==> src/rtl/pe_array_ctrl.sv <==
// rtl/pe_array_ctrl.sv - Kernel-load, row-stream and drain sequencer for the 3x3 PE array
module pe_array_ctrl #(
   parameter int INPUTS_MAC    = 6,
   parameter int COLS_MAC      = 4,
   parameter int ARRAY_LATENCY = 3,
   parameter int ROW_W         = 8
) (
   input  logic              clk,
   input  logic              rst,
   input  logic              start,
   input  logic [ROW_W-1:0]  num_rows,
   input  logic [7:0]        kernel_in [0:8],
   output logic              busy,
   output logic              done,
   output logic              err,
   output logic              rd_en,
   output logic [ROW_W-1:0]  rd_addr,
   input  logic [7:0]        rd_data [0:INPUTS_MAC-1],
   output logic              write_kernel,
   output logic [7:0]        weights [0:8],
   output logic [7:0]        inputs_mac [0:INPUTS_MAC-1],
   output logic              out_valid,
   output logic [ROW_W-1:0]  out_row
);

   typedef enum logic [2:0] {
      S_IDLE,
      S_LOAD_K,
      S_STREAM,
      S_DRAIN,
      S_DONE
   } state_t;

   localparam logic [ROW_W-1:0] ROW_ONE   = ROW_W'(1);
   localparam logic [ROW_W-1:0] ROW_TWO   = ROW_W'(2);
   localparam logic [ROW_W-1:0] ROW_THREE = ROW_W'(3);

   // The array produces INPUTS_MAC-2 window columns; any other pairing is a build error.
   generate
      if (COLS_MAC != INPUTS_MAC - 2) begin : g_cols_check
         $error("pe_array_ctrl: COLS_MAC must equal INPUTS_MAC-2");
      end
   endgenerate

   state_t             r_state;
   logic [ROW_W-1:0]   r_num_rows;
   logic               r_rd_en_d;
   logic [ROW_W-1:0]   r_rd_addr_d;
   logic               r_tag_v   [0:ARRAY_LATENCY-1];
   logic [ROW_W-1:0]   r_tag_idx [0:ARRAY_LATENCY-1];

   logic               w_tag_in_v;
   logic [ROW_W-1:0]   w_tag_in_idx;
   logic               w_last_out;

   // A row that lands on inputs_mac completes a 3-row window once it is the third row or later.
   assign w_tag_in_v   = r_rd_en_d && (r_rd_addr_d >= ROW_TWO);
   assign w_tag_in_idx = r_rd_addr_d - ROW_TWO;
   assign w_last_out   = out_valid && (out_row == (r_num_rows - ROW_THREE));

   // Run sequencer: start handshake, kernel load strobe and row-buffer read addressing.
   always_ff @(posedge clk or negedge rst) begin
      if (!rst) begin
         r_state      <= S_IDLE;
         r_num_rows   <= '0;
         busy         <= 1'b0;
         done         <= 1'b0;
         err          <= 1'b0;
         rd_en        <= 1'b0;
         rd_addr      <= '0;
         write_kernel <= 1'b0;
         for (int i = 0; i < 9; i++) begin
            weights[i] <= 8'd0;
         end
      end else begin
         case (r_state)
            S_IDLE: begin
               done <= 1'b0;
               if (start) begin
                  r_num_rows <= num_rows;
                  for (int i = 0; i < 9; i++) begin
                     weights[i] <= kernel_in[i];
                  end
                  if (num_rows < ROW_THREE) begin
                     // Fewer rows than the kernel height: nothing to compute, report at once.
                     err     <= 1'b1;
                     done    <= 1'b1;
                     r_state <= S_DONE;
                  end else begin
                     err          <= 1'b0;
                     busy         <= 1'b1;
                     write_kernel <= 1'b1;
                     r_state      <= S_LOAD_K;
                  end
               end
            end
            S_LOAD_K: begin
               write_kernel <= 1'b0;
               rd_en        <= 1'b1;
               rd_addr      <= '0;
               r_state      <= S_STREAM;
            end
            S_STREAM: begin
               if (rd_addr == (r_num_rows - ROW_ONE)) begin
                  rd_en   <= 1'b0;
                  r_state <= S_DRAIN;
               end else begin
                  rd_addr <= rd_addr + ROW_ONE;
               end
            end
            S_DRAIN: begin
               // Finish once the last output row has been flagged to the array consumer.
               if (w_last_out) begin
                  busy    <= 1'b0;
                  done    <= 1'b1;
                  r_state <= S_DONE;
               end
            end
            S_DONE: begin
               done    <= 1'b0;
               r_state <= S_IDLE;
            end
            default: begin
               r_state <= S_IDLE;
            end
         endcase
      end
   end

   // Data path: register read data (or zero rows) into the array and track window results.
   always_ff @(posedge clk or negedge rst) begin
      if (!rst) begin
         r_rd_en_d   <= 1'b0;
         r_rd_addr_d <= '0;
         out_valid   <= 1'b0;
         out_row     <= '0;
         for (int p = 0; p < INPUTS_MAC; p++) begin
            inputs_mac[p] <= 8'd0;
         end
         for (int i = 0; i < ARRAY_LATENCY; i++) begin
            r_tag_v[i]   <= 1'b0;
            r_tag_idx[i] <= '0;
         end
      end else begin
         r_rd_en_d   <= rd_en;
         r_rd_addr_d <= rd_addr;
         for (int p = 0; p < INPUTS_MAC; p++) begin
            inputs_mac[p] <= r_rd_en_d ? rd_data[p] : 8'd0;
         end
         r_tag_v[0]   <= w_tag_in_v;
         r_tag_idx[0] <= w_tag_in_v ? w_tag_in_idx : '0;
         for (int i = 1; i < ARRAY_LATENCY; i++) begin
            r_tag_v[i]   <= r_tag_v[i-1];
            r_tag_idx[i] <= r_tag_idx[i-1];
         end
         out_valid <= r_tag_v[ARRAY_LATENCY-1];
         out_row   <= r_tag_v[ARRAY_LATENCY-1] ? r_tag_idx[ARRAY_LATENCY-1] : '0;
      end
   end

endmodule
==> config.mk <==
export PLATFORM = sky130hd
export DESIGN_NAME = pe_array_ctrl
export DESIGN_NICKNAME = d
export VERILOG_FILES = /design/src/rtl/pe_array_ctrl.sv
export SDC_FILE = /design/constraint.sdc
export NUM_CORES = 1
export LEC_CHECK = 0
export ABC_AREA = 1
export CAP_MARGIN = 20
export CORE_MARGIN = 1
export CORE_UTILIZATION = 35
export DETAILED_ROUTE_END_ITERATION = 10
export PLACE_DENSITY = 0.76
export SLEW_MARGIN = 20
export SYNTH_ARGS = -nofsm -noshare
export SYNTH_HDL_FRONTEND = slang
export SYNTH_SLANG_ARGS = --single-unit
==> constraint.sdc <==
create_clock -name clk -period 1.8 [get_ports clk]
set_input_delay 0.18 -clock clk [delete_from_list [all_inputs] [get_ports clk]]
set_output_delay 0.18 -clock clk [all_outputs]
set_load 0.05 [all_outputs]
==> results.md <==
* Status: finished, violations left
* Failing checks: setup timing
* Post-Syn Instances at roughly 830
* Total Nets Final at approximately 1300
* Cell leakage power at approximately 6.7 nW
* I/O Buffers at between 200 and 300
* Crit path launch type: register
* CTS tree: done
* Clock Latency Late Sink at between 0.4 and 0.5 ns
* CP Class: register to register
* Sink Count at between 150 and 200
* Syn nets at between 900 and 1000
* RSZ-0062 raised after global routing: true
* Cell taking the most area after synthesis: dfrtp_1
* Drt total wl at roughly 19000 um
* Crit path time final at between 1.5 and 2 ns
* Core Box Area at 20500 um2
* Final Setup Violations at 4
* M1 GR Usage at 21.9%
* Largest net degree at the start of global routing at 53
* Worst Max-Slew Pin Slew at between 0.6 and 0.7 ns
* Post-synth top cells: nand2_1 (382), dfrtp_1 (189), inv_1 (103)
* Via density at around 4.4
* Post-Syn Area at ~7400 um2
* Drt wl/cell at between 10 and 15 um
* CP max stage cell: dfrtp_1
* Top_reg_cell synth: dfrtp_1
* Worst relative slew slack at 58.2%
* Number of enable flip-flop cells after synthesis at 0
* Count leader, synth: nand2_1
* Yosys top cell area share at between 60% and 70%
* Routed Antenna Nets at 0
* Final HPWL DP at ~14000 um
* Critical Path Fanout Max at 7
* Worst min path class: input pin to asynchronous set/reset pin
* Fraction of layout cells with a size suffix above 1 at between 10% and 20%
* Area added between synthesis and finish at 53.3%
* Total Power at 20.6 mW
* Top post-synthesis cells by area: dfrtp_1 (64%), nand2_1 (19%), inv_1 (5.2%)
* DRC errors left at 0
* Ant. Diodes at 0
* First DRT Iteration DRCs at around 300
* Final estimated routing congestion in global placement at around 0.84
* Die area at around 22000 um2
* Synth unique cells at 31
* CP Capture Type: register
* Fmax at about 0.55 GHz
* Final max-slew violation count at 0
* Total CTS buffers at 17
* GRT Residual Overflow at 0
* Worst-path clk slew at around 0.070 ns
* Met2 Resource Use GR at between 20% and 30%
* GRT Total Usage at between 10% and 20%
* Rows at 52
* Synth Area per Inst at 8.97 um2
* Grt met3 use at between 6 and 7%
* Hold Fails Final Rpt at 0
* Max clock buf depth at 2
* Yosys warns at 0
* Max-cap violations at 0
* Post-synth ARST share at 100%
* Required time of the critical path at between 2 and 2.5 ns
* Post-Route Skew at ~0.008 ns
* Pwr/cell area at 1810 nW/um2
* Final Cycle Share at 101%
* Vias in the first global route at 6123
* Initial antenna violation count at 0
* Reg-to-reg startpoint: r_num_rows[1]
* Setup crit start: r_num_rows[1]
* Final worst slack at -0.0115 ns
* Initial Utilization at around 36%
* Number of H-tree levels at 4
* Most frequent cell on the critical path: nand2_2
* Synthesized flop and latch total at about 190
* Root buf cell: clkbuf_16
* Peak VDD IR at between 0.0006 and 0.0007 V
* CP Data Arrival Time at roughly 2.1 ns
* Gr busiest metal: met2
* Slowest stage delay, CP at about 0.36 ns
* Die H at about 150 um
* Post-synthesis sequential area ratio at a little under two thirds
* IO Count at roughly 270
* Vias at between 6000 and 7000
* Final setup TNS at -0.0225 ns
* Pre-Repair DR Iteration Count at 4
* Die Wd at 148 um
* Global-route wire length before repair at around 30000 um
* Pre-CTS worst setup slack at -0.00487 ns
* Worst path cell trace: inv_2, ha_4, inv_2, nand2_2, nand2_1, nor2_1, nand2_1, nor2_1, nand3_2, o21ai_4, nand2_4, nand2_2, nand2_2
-- worst max-delay path, delay by kind of cell (launching register included) --
family | cells | cell delay [ns]
DFF | 1 | 0.36
AOI/OAI and AO/OA | 1 | 0.28
adders and majority gates | 1 | 0.27
buffers and inverters | 2 | 0.10
and+or+nand+nor | 9 | 0.71
-- cell type report --
class / count / area (um2)
Clock buffer: 18 / 429
Clock inverter: 14 / 178
Fill cell: 1781 / 9130
Inverter: 106 / 398
Multi-Input combinational cell: 505 / 2250
Sequential cell: 189 / 4730
Tap cell: 270 / 338
Timing Repair Buffer: 302 / 3050
-- report_power, final --
group          leakage (nW)  switching, mW  internal, mW
registers              2.46          0.786          5.68
logic                  3.90           7.07          3.26
clock network         0.291           1.82          2.00
total                  6.65           9.68          10.9
-- logic make-up (layout without fill, tap and decap cells) --
logic type / after synthesis / after routing / synth area share, %
DFF: 189 / 189 / 63.8
xor gates and xnor gates: 16 / 16 / 1.89
adders and majority gates: 4 / 4 / 0.675
buffers and inverters: 133 / 440 / 7.05
AOI/OAI and AO/OA: 20 / 20 / 1.60
and+or+nand+nor: 465 / 465 / 25.0
-- metal layers --
metal / routed length [um] / share of wire [%] / vias to the layer above
met5: 0 / 0 / -
met3: 1710 / 9.0 / 33
met4: 474 / 2.5 / 0
li1: - / - / 3032
met1: 7980 / 42 / 2819
met2: 8870 / 47 / 238
-- flip-flops by register name (all words and copies together) (netlist names) --
signal	flops
weights	72
inputs_mac	48
r_tag_idx	24
out_row	8
r_num_rows	8
r_rd_addr_d	8
rd_addr	8
r_state	3
r_tag_v	3
busy	1
done	1
err	1
out_valid	1
r_rd_en_d	1
rd_en	1
write_kernel	1
-- final timing paths --
path	endpoint	slack, ns	cells after the start
hold / removal	inputs_mac[23]	0.24	2
min in group clk	inputs_mac[29]	0.26	3
setup reg to reg	rd_addr[6]	-0.01	13
max in group asynchronous	inputs_mac[34]	0.94	3
setup / recovery	rd_addr[6]	-0.01	13
hold reg to reg	r_tag_idx[0]	0.35	0
-- what timing repair did --
action,4_1_cts,5_1_grt
hold buffers,1,0
hold endpoints to repair,42,0
cloned,0,0
pin swaps,0,11
endpoints found under the setup margin,44,58
resized for setup,41,70
buffers inserted,1,2
-- per-stage QoR --
stage | cells | cell area [um2] | hold slack [ns] | utilization [%]
3_5_place_dp | 1368 | 10600 | 0.150 | 51.6
3_3_place_gp | 1368 | 10600 | 0.143 | 51.6
2_1_floorplan | 827 | 7420 | -0.116 | -
5_1_grt | 1404 | 11400 | 0.255 | 55.5
4_1_cts | 1402 | 11200 | 0.237 | 54.5
6_report | 1404 | 11400 | 0.243 | 55.5
-- cells in the final DEF (no fill, tap or decap), types with 2 or more instances in the layout --
cell type,count
nand3_2,4
o21ai_0,9
a21oi_1,3
ha_1,2
nor2_1,37
dlymetal6s2s_1,44
dfrtp_2,3
clkdlybuf4s50_1,174
o21ai_1,2
ha_4,2
xnor2_1,5
o21ai_2,2
inv_8,2
nor3_1,6
clkinv_8,4
buf_12,5
inv_2,8
dlygate4sd2_1,36
inv_1,97
inv_6,5
nand2_1,375
xor2_1,11
nor2_2,3
nor3b_1,2
buf_4,39
nand3_1,21
buf_6,2
dfrtp_1,186
clkbuf_16,17
nand2_2,9
nor2_4,4
Note: power is estimated with default switching activity, not from simulation.
